<file path="config.mk">
export PLATFORM = sky130hd
export DESIGN_NAME = panda_risc_v_div_dispatch
export DESIGN_NICKNAME = d
export VERILOG_FILES = /design/src/rtl/panda_risc_v_div_pkg.sv /design/src/rtl/panda_risc_v_div_tag_fifo.sv /design/src/rtl/panda_risc_v_div_dispatch.sv
export SDC_FILE = /design/constraint.sdc
export NUM_CORES = 1
export LEC_CHECK = 0
export BUFFER_PORTS_ARGS = -buffer_cell sky130_fd_sc_hd__buf_2
export CAP_MARGIN = 10
export CORE_UTILIZATION = 37
export DETAILED_ROUTE_END_ITERATION = 8
export PLACE_DENSITY = 0.82
export SLEW_MARGIN = 15
export SYNTH_ARGS = -nofsm -noshare
export SYNTH_HDL_FRONTEND = slang
export SYNTH_HIERARCHICAL = 1
export SYNTH_SLANG_ARGS = --single-unit
</file>
<file path="constraint.sdc">
create_clock -name clk -period 6.1 [get_ports clk]
set_clock_uncertainty 0.15 [all_clocks]
set_input_delay 1.22 -clock clk [delete_from_list [all_inputs] [get_ports clk]]
set_output_delay 1.22 -clock clk [all_outputs]
set_load 0.05 [all_outputs]
</file>
<file path="src/rtl/panda_risc_v_div_pkg.sv">
// Shared definitions for the divide dispatch shim.
// - funct3 bit positions used to decode DIV/DIVU/REM/REMU
// - tag entry layout {discard, rd_id[4:0]} with field indices
// - operand extension helper for the 33-bit divider
package panda_risc_v_div_pkg;

  localparam int unsigned FUNCT3_UNSIGNED_BIT = 0;
  localparam int unsigned FUNCT3_REM_BIT      = 1;

  localparam int unsigned DIV_TAG_W       = 6;
  localparam int unsigned TAG_RD_LSB      = 0;
  localparam int unsigned TAG_RD_MSB      = 4;
  localparam int unsigned TAG_DISCARD_BIT = 5;

  // Signed ops replicate bit 31 into bit 32; unsigned ops zero-extend.
  function automatic logic [32:0] div_ext33(input logic [31:0] v,
                                            input logic        is_unsigned);
    return {~is_unsigned & v[31], v};
  endfunction

endpackage

</file>
<file path="src/rtl/panda_risc_v_div_tag_fifo.sv">
// In-order tag queue for in-flight divides.
// Ports:
//   clk, resetn       clock, asynchronous active-low reset
//   push, push_tag    write a tag (ignored when full)
//   pop               drop the head tag (ignored when empty)
//   mark_discard      set the discard bit of every stored entry
//   head_tag          entry at the read pointer
//   count, full, empty occupancy and flags
module panda_risc_v_div_tag_fifo
  import panda_risc_v_div_pkg::*;
#(
  parameter int unsigned DEPTH = 4,
  parameter int unsigned CNT_W = $clog2(DEPTH) + 1
) (
  input  logic                 clk,
  input  logic                 resetn,
  input  logic                 push,
  input  logic [DIV_TAG_W-1:0] push_tag,
  input  logic                 pop,
  input  logic                 mark_discard,
  output logic [DIV_TAG_W-1:0] head_tag,
  output logic [CNT_W-1:0]     count,
  output logic                 full,
  output logic                 empty
);

  localparam int unsigned PTR_W = $clog2(DEPTH);

  logic [DIV_TAG_W-1:0] mem_q [DEPTH];
  logic [DIV_TAG_W-1:0] mem_d [DEPTH];
  logic [PTR_W-1:0]     wptr_q, wptr_d;
  logic [PTR_W-1:0]     rptr_q, rptr_d;
  logic [CNT_W-1:0]     cnt_q, cnt_d;
  logic                 push_ok, pop_ok;

  assign full     = (cnt_q == CNT_W'(DEPTH));
  assign empty    = (cnt_q == '0);
  assign count    = cnt_q;
  assign head_tag = mem_q[rptr_q];

  // Flags are from the start of the cycle, so a pop never frees room for
  // a push in the same cycle.
  assign push_ok = push & ~full;
  assign pop_ok  = pop & ~empty;

  always_comb begin
    mem_d = mem_q;
    // Marking touches stale slots too; they are overwritten on push anyway.
    if (mark_discard) begin
      for (int unsigned i = 0; i < DEPTH; i++) begin
        mem_d[i][TAG_DISCARD_BIT] = 1'b1;
      end
    end
    if (push_ok) begin
      mem_d[wptr_q] = push_tag;
    end
    // DEPTH is a power of two, so pointers wrap by natural overflow.
    wptr_d = wptr_q + PTR_W'(push_ok);
    rptr_d = rptr_q + PTR_W'(pop_ok);
    cnt_d  = cnt_q;
    if (push_ok && !pop_ok) begin
      cnt_d = cnt_q + 1'b1;
    end else if (pop_ok && !push_ok) begin
      cnt_d = cnt_q - 1'b1;
    end
  end

  always_ff @(posedge clk or negedge resetn) begin
    if (!resetn) begin
      for (int unsigned i = 0; i < DEPTH; i++) begin
        mem_q[i] <= '0;
      end
      wptr_q <= '0;
      rptr_q <= '0;
      cnt_q  <= '0;
    end else begin
      mem_q  <= mem_d;
      wptr_q <= wptr_d;
      rptr_q <= rptr_d;
      cnt_q  <= cnt_d;
    end
  end

endmodule

</file>
<file path="src/rtl/panda_risc_v_div_dispatch.sv">
// Issue/retire shim between EXU decode and the 33-bit multi-cycle divider.
// Ports:
//   clk, resetn        clock, asynchronous active-low reset
//   s_req_*            decoded DIV/DIVU/REM/REMU request from decode
//   m_div_req_*        extended operands and quotient/remainder select
//   s_div_res_*        divider result stream (in issue order)
//   m_wb_*             registered writeback port
//   flush              kill all uncommitted divides
//   outstanding_cnt    number of divides in flight
//   busy               work in flight or writeback pending
module panda_risc_v_div_dispatch
  import panda_risc_v_div_pkg::*;
#(
  parameter int          simulation_delay = 1,
  parameter int unsigned max_outstanding  = 4
) (
  input  logic        clk,
  input  logic        resetn,
  input  logic [31:0] s_req_op1,
  input  logic [31:0] s_req_op2,
  input  logic [1:0]  s_req_funct3,
  input  logic [4:0]  s_req_rd_id,
  input  logic        s_req_valid,
  output logic        s_req_ready,
  output logic [32:0] m_div_req_op_a,
  output logic [32:0] m_div_req_op_b,
  output logic        m_div_req_rem_sel,
  output logic        m_div_req_valid,
  input  logic        m_div_req_ready,
  input  logic [31:0] s_div_res_data,
  input  logic        s_div_res_valid,
  output logic        s_div_res_ready,
  output logic [31:0] m_wb_data,
  output logic [4:0]  m_wb_rd_id,
  output logic        m_wb_valid,
  input  logic        m_wb_ready,
  input  logic        flush,
  output logic [3:0]  outstanding_cnt,
  output logic        busy
);

  localparam int unsigned CNT_W = $clog2(max_outstanding) + 1;

  // Registers update exactly at the clock edge; the delay is not modelled.
  if (simulation_delay < 0) begin : g_negative_sim_delay
  end

  logic                 fifo_full, fifo_empty;
  logic                 fifo_push, fifo_pop;
  logic [DIV_TAG_W-1:0] push_tag, head_tag;
  logic [CNT_W-1:0]     fifo_count;
  logic                 head_discard;
  logic                 load_wb;

  logic        wb_valid_q, wb_valid_d;
  logic [31:0] wb_data_q, wb_data_d;
  logic [4:0]  wb_rd_id_q, wb_rd_id_d;

  // Request side: zero added latency.
  assign m_div_req_op_a    = div_ext33(s_req_op1, s_req_funct3[FUNCT3_UNSIGNED_BIT]);
  assign m_div_req_op_b    = div_ext33(s_req_op2, s_req_funct3[FUNCT3_UNSIGNED_BIT]);
  assign m_div_req_rem_sel = s_req_funct3[FUNCT3_REM_BIT];
  assign m_div_req_valid   = s_req_valid & ~fifo_full & ~flush;
  assign s_req_ready       = m_div_req_ready & ~fifo_full & ~flush;
  assign fifo_push         = s_req_valid & s_req_ready;

  always_comb begin
    push_tag                        = '0;
    push_tag[TAG_RD_MSB:TAG_RD_LSB] = s_req_rd_id;
    push_tag[TAG_DISCARD_BIT]       = 1'b0;
  end

  // Result side: discarded results (or those killed by flush) never need the
  // writeback register, so they may pop even while it is stalled.
  assign head_discard    = head_tag[TAG_DISCARD_BIT];
  assign s_div_res_ready = ~fifo_empty & (head_discard | flush | ~wb_valid_q | m_wb_ready);
  assign fifo_pop        = s_div_res_valid & s_div_res_ready;
  assign load_wb         = fifo_pop & ~head_discard & ~flush;

  panda_risc_v_div_tag_fifo #(
    .DEPTH (max_outstanding),
    .CNT_W (CNT_W)
  ) u_tag_fifo (
    .clk          (clk),
    .resetn       (resetn),
    .push         (fifo_push),
    .push_tag     (push_tag),
    .pop          (fifo_pop),
    .mark_discard (flush),
    .head_tag     (head_tag),
    .count        (fifo_count),
    .full         (fifo_full),
    .empty        (fifo_empty)
  );

  always_comb begin
    wb_valid_d = wb_valid_q;
    wb_data_d  = wb_data_q;
    wb_rd_id_d = wb_rd_id_q;
    if (load_wb) begin
      wb_valid_d = 1'b1;
      wb_data_d  = s_div_res_data;
      wb_rd_id_d = head_tag[TAG_RD_MSB:TAG_RD_LSB];
    end else if (flush || m_wb_ready) begin
      wb_valid_d = 1'b0;
    end
  end

  always_ff @(posedge clk or negedge resetn) begin
    if (!resetn) begin
      wb_valid_q <= 1'b0;
    end else begin
      wb_valid_q <= wb_valid_d;
    end
  end

  always_ff @(posedge clk) begin
    wb_data_q  <= wb_data_d;
    wb_rd_id_q <= wb_rd_id_d;
  end

  assign m_wb_valid      = wb_valid_q;
  assign m_wb_data       = wb_data_q;
  assign m_wb_rd_id      = wb_rd_id_q;
  assign outstanding_cnt = 4'(fifo_count);
  assign busy            = (fifo_count != '0) | wb_valid_q;

endmodule

</file>
# Word-level counts from Yosys, hierarchy flattened
# Cells that the tools add are included.
[op_classes]
addsub = 4
order_cmp = 3
n_eq_ne = 1
n_mux = 15
bitwise_logic = 25
n_reduce_logical = 10
[op_table]
columns = ["op", "n"]
rows = [
  ["24-bit bitwise mux", 1],
  ["24-bit 2-to-1 mux", 1],
  ["6-bit 2-to-1 mux", 3],
  ["1-bit AND", 13],
  ["6-bit binary-select mux with 2-bit select", 1],
  ["6-bit demux with 2-bit select", 1],
  ["3-bit >= comparator (second input constant)", 2],
  ["1-bit 2-to-1 mux", 6],
  ["3-bit 2-to-1 mux", 2],
  ["1-bit inverter", 6],
  ["2-bit inverter with 3-bit output", 2],
  ["2-bit by 1-bit adder with 2-bit output", 2],
  ["1-bit OR", 4],
  ["2-bit nonzero test", 2],
  ["3-bit by 1-bit adder with 3-bit output (second input constant)", 1],
  ["3-bit equality test (second input constant)", 1],
  ["1-bit logical AND", 3],
  ["3-bit logical NOT", 1],
  ["3-bit by 1-bit less-than comparator with 1-bit output (second input constant)", 1],
  ["3-bit nonzero test", 1],
  ["3-bit by 1-bit subtractor with 3-bit output (second input constant)", 1],
  ["1-bit logical NOT", 2],
  ["1-bit logical OR", 1],
]
[totals]
ff_bits = 69
input_bits = 110
out_inout_bits = 113
word_cells = 72

# Longest topological paths before layout
# Gate-level depths: netlist of run 1.
[depth]
depth_word = 13
mapped_depth = 12
ltp_nobuf = 11

# Hierarchy
# The synthesis of run 1 kept the hierarchy.
[by_module_without_submodules]
columns = ["module", "instances", "cells_per_inst", "area_per_inst_um2", "seq_area_each_um2"]
rows = [
  ["panda_risc_v_div_dispatch", 1, 121, 1727.9, 1136.1],
  ["panda_risc_v_div_tag_fifo", 1, 92, 1448.9, 775.7],
]

# Worst setup path before layout of run 1
# OpenSTA, ideal clock, no wires.
[synth_timing]
kind = "input to register"
startpoint = "in flush"
endpoint = "reg wb_data_q[0], in the netlist m_wb_data[0], enable pin"
setup_time_ns = 0.524
t_arrival_ns = 4.894
required_time_ns = 5.426
setup_slack_ns = 0.532
path_stages = 1
path_buffers = 0
cell_sequence = "nor4_1"
[synth_between]
elab_chain_len = 7
elab_cells_between_ends = 8
classes_between = "bitwise: 8"
[synth_rtl]
columns = ["item", "line", "text"]
rows = [
  ["start: declaration", "panda_risc_v_div_dispatch.sv:37", "input logic flush,"],
  ["1-bit OR (3 in series)", "panda_risc_v_div_dispatch.sv:76", "assign s_div_res_ready = ~fifo_empty & (head_discard | flush | ~wb_valid_q | m_wb_ready);"],
  ["1-bit AND", "panda_risc_v_div_dispatch.sv:76", ""],
  ["1-bit AND", "panda_risc_v_div_dispatch.sv:77", "assign fifo_pop = s_div_res_valid & s_div_res_ready;"],
  ["1-bit AND", "panda_risc_v_div_dispatch.sv:78", "assign load_wb = fifo_pop & ~head_discard & ~flush;"],
  ["1-bit AND *", "panda_risc_v_div_dispatch.sv:78", ""],
  ["end signal: assignment", "panda_risc_v_div_dispatch.sv:118", "wb_data_q <= wb_data_d;"],
  ["end: declaration", "panda_risc_v_div_dispatch.sv:56", "logic [31:0] wb_data_q, wb_data_d;"],
]
# Every way passes the cells marked *; elsewhere a longest branch is shown, timed or not.
# A chain may end at the register's enable or synchronous reset.

# Worst setup path in the final report of run 1
[layout_timing]
startpoint = "reg u_tag_fifo.rptr_q[1]"
endpoint = "out s_div_res_ready"
[layout_between]
elab_chain_len = 8
[layout_rtl]
columns = ["item", "line", "text"]
rows = [
  ["start: declaration", "panda_risc_v_div_tag_fifo.sv:32", "logic [PTR_W-1:0] rptr_q, rptr_d;"],
  ["start signal: assignment", "panda_risc_v_div_tag_fifo.sv:79", "rptr_q <= rptr_d;"],
  ["2-bit inverter with 3-bit output (not written as such)", "panda_risc_v_div_tag_fifo.sv:39", "assign head_tag = mem_q[rptr_q];"],
  ["6-bit binary-select mux with 2-bit select", "panda_risc_v_div_tag_fifo.sv:39", ""],
  ["6-bit 2-to-1 mux (not written as such) (2 in series)", "panda_risc_v_div_tag_fifo.sv:39", ""],
  ["via head_tag[5]", "panda_risc_v_div_dispatch.sv:50", "logic [DIV_TAG_W-1:0] push_tag, head_tag;"],
  ["1-bit OR (3 in series)", "panda_risc_v_div_dispatch.sv:76", ""],
  ["1-bit AND", "panda_risc_v_div_dispatch.sv:76", ""],
  ["end: declaration", "panda_risc_v_div_dispatch.sv:32", "output logic s_div_res_ready,"],
]
# The timed path passes the listed nets, and every way through them passes these cells. The select of a mux whose other input is x is not followed.

==> results of run 1 <==
## critical path, cell delays in order, from the launching register on
cell and delay [ns]:
dfrtp_1 0.59, mux4_2 0.61, nor2_1 0.16, a21oi_1 0.09
buf_2 0.22
## area by class of cell
| class | instances | area (um2) |
|---|---|---|
| fillers | 759 | 4760 |
| flip-flops and latches | 69 | 1910 |
| multi-input cells | 72 | 744 |
| repair buffers | 96 | 483 |
| well taps | 105 | 131 |
| clock buffers | 10 | 128 |
| clock inverters | 6 | 87.6 |
| inverters | 3 | 11.3 |
## logic make-up after synthesis
| kind of cell | after synthesis |
|---|---|
| and+or+nand+nor | 27 |
| xor gates and xnor gates | 5 |
| buffers and inverters | 73 |
| AOI/OAI and AO/OA | 3 |
| DFF | 69 |
| muxes | 31 |
| adders and majority gates | 4 |
| other | 1 |
## power by group through the flow
stage | logic [mW] | clock network [mW] | registers (mW)
2_1_floorplan | 0.372 | 0 | 0.711
3_3_place_gp | 0.353 | 0 | 0.691
3_5_place_dp | 0.367 | 0 | 0.698
4_1_cts | 0.367 | 0.413 | 0.689
5_1_grt | 0.388 | 0.434 | 0.705
6_report | 0.361 | 0.398 | 0.688
## cells in the mapped netlist (all sizes together)
cell    count  share of area [%]
or4b        1               0.32
and2b       1               0.28
fa          1               0.63
buf        68                 16
inv         3               0.35
nor2b       4               0.79
ha          3                1.2
conb        1               0.12
xor2        4                1.1
mux2       21                8.0
clkbuf      2               0.24
dfrtp      32                 25
o31ai       1               0.24
nor2        9                1.1
nand2       1               0.12
nand2b      3               0.59
nor4        1               0.20
mux4        6                4.3
xnor2       1               0.28
nor3        2               0.47
mux2i       4                1.3
nor3b       2               0.98
or4         1               0.24
edfxtp     37                 35
and4bb      1               0.39
a21oi       2               0.32
or3b        1               0.28
## per-stage QoR
stage | util, % | instance area, um2 | std cells | total power, mW | hold WS, ns
finish | 42.3 | 3500 | 361 | 1.45 | 0.356
global route | 42.3 | 3500 | 361 | 1.53 | 0.375
CTS | 42.3 | 3500 | 361 | 1.47 | 0.359
detailed placement | 39.7 | 3280 | 345 | 1.06 | 0.343
global placement | 39.7 | 3280 | 345 | 1.04 | 0.335
floorplan | - | 3180 | 214 | 1.08 | 0.322
## per-layer routing
| layer | global-route usage, % | part of all wire, % | vias to the layer above |
|---|---|---|---|
| met4 | 6.82 | 1.4 | 0 |
| met5 | 0 | 0 | - |
| met2 | 20.3 | 48 | 107 |
| li1 | - | - | 747 |
| met1 | 14.4 | 40 | 816 |
| met3 | 5.88 | 10 | 16 |
## path summary, 6_finish.rpt
check	from	end	slack (ns)	depth (start not counted)
max	u_tag_fifo/rptr_q[1]$_DFF_PN0_	s_div_res_ready	2.73	4
min	flop	flop	0.36	1
max reg2reg	u_tag_fifo/rptr_q[1]$_DFF_PN0_	u_tag_fifo/count[2]$_DFFE_PN0P_	3.19	11
min reg2reg	flop	flop	0.36	1
max in group asynchronous	resetn	asynchronous set/reset pin	4.55	1
min in group asynchronous	resetn	u_tag_fifo/count[0]$_DFFE_PN0P_	0.78	1
## cells in the final DEF, fill, tap and decap left out, drive strengths merged, types with 2 or more instances in the layout
cell	n
buf	96
edfxtp	37
dfrtp	32
mux2	21
clkbuf	10
nor2	9
mux4	6
nor2b	4
xor2	4
mux2i	4
nand2b	3
clkinvlp	3
inv	3
ha	3
a21oi	2
conb	2
bufinv	2
nor3b	2
nor3	2
==> reports/qor.csv, run 1 <==
stage,metric,value,unit
yosys,post-synthesis xor/xnor area fraction,1.38,%
yosys,Adder-Cell Fraction of Synth Area,1.81,%
clock_tree,clock buffer count from CTS,9,
clock_tree,Clock Tree Buf Depth,2,
timing,RSZ-0062 raised after global routing,false,
power,worst vdd rail ir drop,188,uV
final_layout,nets,365,
yosys,distinct cell type count after synthesis,32,
hold_path,Hold Crit Class,flop to flop,
timing,worst setup margin,2.73,ns
timing,worst relative slew slack,52.5,%
yosys,fraction of the mapped netlist area in simple logic gates,5.71,%
timing,period utilisation layout,55.3,%
yosys,sequential cell area fraction in the yosys report,60.2,%
yosys,main combinational cell family by area after synthesis,buffers and inverters,
status,status,"finished, final reports clean",
place,gpl congestion,0.716,
power,Leak,1.50,nW
grt,antenna violations before repair,0,
timing,# setup viols final,0,
timing,max-slew violations,0,
timing,worst slew pin tran,0.712,ns
yosys,mean post-synth cell area,14.9,um2
grt,remaining global-route overflow,0,
yosys,mapped cell area,3180,um2
floorplan,die height,94.7,um
yosys,synthesis-stage register bit count,69,
route,drt wl/cell,15.6,um
final_layout,share of cells above drive strength 1,56.3,%
grt,vias in the first global route,1686,
floorplan,Chip Width,94.7,um
timing,Achievable Freq,0.297,GHz
floorplan,# rows,33,
worst_setup_path,crit-path max FO,7,
grt,global-route wire length before repair,8310,um
route,Pre-Repair DR Iteration Count,4,
power,Power Density,414,nW/um2
power,part of the power in registers,47.6,%
grt,largest net degree at the start of global routing,38,
floorplan,initial core utilization,38.5,%
place,Place WS,2.80,ns
route,Starting DRT DRC Count,33,
yosys,synth warn,6,
power,clock power share,27.5,%
worst_setup_path,critical path type,flop to output port,
clock_tree,CTS Sinks,69,
grt,GRT Resource Usage Total,12.8,%
clock_tree,CTS HTree Levels,3,
power,combinational share of power,24.9,%
clock_tree,TritonCTS clock tree,done,
route,Vias,1686,
worst_setup_path,"Data required, critical path",4.73,ns
clock_tree,Skew-Pair Late Insertion Delay,0.34,ns
floorplan,Core ar.,8260,um2
place,hpwl dp,4070,um
place,PortBufs,95,
yosys,Cells after Synth,213,
route,drt via density,4.67,
route,ANT nets after route,0,
route,final WL,5630,um
timing,Final TNS setup,0,ns
final_layout,synthesis-to-finish area growth,10.1,%
power,internal power,1.01,mW
clock_tree,Post-CTS Hold Fix Bufs,0,
final_layout,# diodes,0,
clock_tree,Root Buffer,clkbuf_8,
yosys,proportion of synthesized area in mux cells,13.5,%
clock_tree,post-cts gate resize count,0,
yosys,Compound-Gate Fraction of Synth Area,0.551,%
worst_setup_path,crit end category,output port,
floorplan,IO Pins,223,
timing,minimum clock period,3.37,ns
clock_tree,post-CTS setup repair buffer count,0,
worst_setup_path,crit path DAT,2.00,ns
clock_tree,Clock transition at path regs,0.07,ns
floorplan,DIE AREA,8960,um2
flow_run,number of max-cap violations,0,
route,DRC viols,0,
power,Net Switching,0.432,mW
worst_setup_path,Startpoint Class,flop,
timing,Hold Fails Final Rpt,0,
power,Switching Share,29.9,%
No activity file was read; power rests on OpenSTA's default activity.
==> inputs of run 2 (changes only) <==
--- a/config.mk
+++ b/config.mk
@@ -9,7 +9,7 @@
 export CAP_MARGIN = 10
 export CORE_UTILIZATION = 37
 export DETAILED_ROUTE_END_ITERATION = 8
-export PLACE_DENSITY = 0.82
+export PLACE_DENSITY = 0.85
 export SLEW_MARGIN = 15
 export SYNTH_ARGS = -nofsm -noshare
 export SYNTH_HDL_FRONTEND = slang
==> constraint.sdc (replaced) <==
create_clock -name clk -period 3 [get_ports clk]
set_clock_uncertainty 0.15 [all_clocks]
set_input_delay 0.6 -clock clk [delete_from_list [all_inputs] [get_ports clk]]
set_output_delay 0.6 -clock clk [all_outputs]
set_load 0.05 [all_outputs]
==> run 2 against run 1 <==
Effect of this change:
- global-route usage rose by 0.13 points
- highest routed layer unchanged
- critical endpoint is now u_tag_fifo/count[2]$_DFFE_PN0P_
- sequential share of layout area is 0.54 points lower
- hold slack lost 0.19 ns
==> reports/qor.csv, run 2 (same netlist as run 1, synthesis figures left out) <==
stage,metric,value,unit
status,status,"finished, final reports clean",
final_layout,most frequent cells in the layout,"buf_2 (95), edfxtp_1 (37), dfrtp_1 (32)",
route,ANT nets after route,0,
floorplan,# rows,33,
grt,GRT Resource Usage Total,12.9,%
place,hpwl dp,4120,um
route,Starting DRT DRC Count,52,
grt,remaining global-route overflow,0,
power,worst vdd rail ir drop,295,uV
grt,GRT met2 Usage,22.1,%
timing,RSZ-0062 raised after global routing,false,
worst_setup_path,critical path type,flop to flop,
floorplan,IO Pins,223,
final_layout,nets,367,
timing,max-slew violations,0,
final_layout,final core utilization,42.8,%
power,part of the power in registers,46.1,%
floorplan,die height,94.7,um
route,final WL,5540,um
flow_run,number of max-cap violations,0,
worst_setup_path,R2R Path End,u_tag_fifo/count[2]$_DFFE_PN0P_,
floorplan,Chip Width,94.7,um
worst_setup_path,FF-to-FF path depth,11,
grt,antenna violations before repair,0,
grt,global-route wire length before repair,8450,um
place,PortBufs,95,
power,Power Density,838,nW/um2
final_layout,share of cells above drive strength 1,56.6,%
route,drt wl/cell,15.3,um
clock_tree,Post-CTS Hold Fix Bufs,0,
power,Leak,1.52,nW
clock_tree,post-cts gate resize count,0,
power,clock power share,26.8,%
clock_tree,Skew-Pair Late Insertion Delay,0.33,ns
route,Pre-Repair DR Iteration Count,4,
floorplan,initial core utilization,38.5,%
clock_tree,post-CTS setup repair buffer count,0,
power,combinational share of power,27.1,%
clock_tree,TritonCTS clock tree,done,
power,Net Switching,0.879,mW
grt,GR Layer Usage met1,13.6,%
worst_setup_path,R2R Setup Slk,0.34,ns
clock_tree,Clock transition at path regs,0.07,ns
final_layout,"most common cell after layout, fill and taps aside",buf_2,
worst_setup_path,"Data required, critical path",3.10,ns
timing,# setup viols final,0,
clock_tree,CTS Sinks,69,
timing,period utilisation layout,88.5,%
timing,worst slew pin tran,0.703,ns
place,gpl congestion,0.692,
grt,vias in the first global route,1737,
timing,Hold Fails Final Rpt,0,
clock_tree,CTS HTree Levels,3,
timing,Final TNS setup,0,ns
power,Switching Share,29.7,%
timing,worst relative slew slack,53.1,%
clock_tree,Clock Tree Buf Depth,2,
timing,Achievable Freq,0.377,GHz
worst_setup_path,crit-path max FO,3,
timing,minimum clock period,2.66,ns
grt,largest net degree at the start of global routing,33,
timing,Fin Hold WS,0.168,ns
clock_tree,clock buffer count from CTS,9,
clock_tree,Root Buffer,clkbuf_8,
route,drt via density,4.64,
floorplan,DIE AREA,8960,um2
floorplan,Core ar.,8260,um2
route,Vias,1684,
final_layout,# diodes,0,
power,internal power,2.08,mW
grt,global routing usage on met3,5.07,%
worst_setup_path,crit path DAT,2.76,ns
grt,GRT busiest layer,met2,
route,DRC viols,0,
final_layout,synthesis-to-finish area growth,11.2,%
worst_setup_path,crit end category,flop,
worst_setup_path,Startpoint Class,flop,
hold_path,Hold Crit Class,input port to asynchronous set/reset pin,
worst_setup_path,FF-to-FF Start,u_tag_fifo/rptr_q[1]$_DFF_PN0_,
[run 2: worst max-delay path, cell delays in order (launching register included)]
cell,delay (ns)
dfrtp_1,0.38
mux4_2,0.57
nor2_1,0.16
a21oi_1,0.08
nor2b_1,0.16
inv_1,0.07
ha_1,0.18
inv_1,0.06
fa_1,0.37
xor2_1,0.15
nor2_1,0.10
xor2_1,0.16
[run 2: how the worst max path moves through the flow]
stage | startpoint | slack, ns | end
after floorplan | u_tag_fifo/rptr_q[0]$_DFF_PN0_ | 0.02 | m_wb_data[0]$_DFFE_PP_
final | u_tag_fifo/rptr_q[1]$_DFF_PN0_ | 0.34 | u_tag_fifo/count[2]$_DFFE_PN0P_
after global routing | u_tag_fifo/rptr_q[1]$_DFF_PN0_ | 0.15 | u_tag_fifo/count[2]$_DFFE_PN0P_
after global placement | u_tag_fifo/rptr_q[1]$_DFF_PN0_ | 0.43 | u_tag_fifo/count[2]$_DFFE_PN0P_
after CTS | u_tag_fifo/rptr_q[1]$_DFF_PN0_ | 0.32 | u_tag_fifo/count[2]$_DFFE_PN0P_
after detailed placement | u_tag_fifo/rptr_q[1]$_DFF_PN0_ | 0.35 | u_tag_fifo/count[2]$_DFFE_PN0P_
[run 2: area by class of cell]
cell class | count | area (um2)
clock buffer | 9 | 124
clock inverter | 7 | 90.1
fill | 756 | 4730
inverter | 3 | 11.3
multi-input combinational | 72 | 753
sequential | 69 | 1910
tap | 105 | 131
timing repair buffer | 98 | 510
[run 2: stage by stage]
stage | setup slack (ns) | power [mW] | instances | area, um2
floorplan | 0.0239 | 2.21 | 214 | 3200
global placement | 0.432 | 2.15 | 347 | 3320
detailed placement | 0.345 | 2.20 | 347 | 3320
CTS | 0.321 | 3.01 | 363 | 3530
global route | 0.148 | 3.13 | 363 | 3530
finish | 0.344 | 2.96 | 363 | 3530
[run 2: per-layer routing]
layer  up-vias  part of all wire, %
li1        757                    -
met1       825                   39
met2        87                   49
met3        15                   11
met4         0                  1.2
met5         -                    0
[run 2: power groups by stage]
stage / clock [mW] / combinational, mW / sequential (mW)
after floorplan: 0 / 0.762 / 1.44
after global routing: 0.866 / 0.870 / 1.39
after detailed placement: 0 / 0.816 / 1.38
after CTS: 0.821 / 0.817 / 1.37
final: 0.794 / 0.801 / 1.37
after global placement: 0 / 0.793 / 1.36
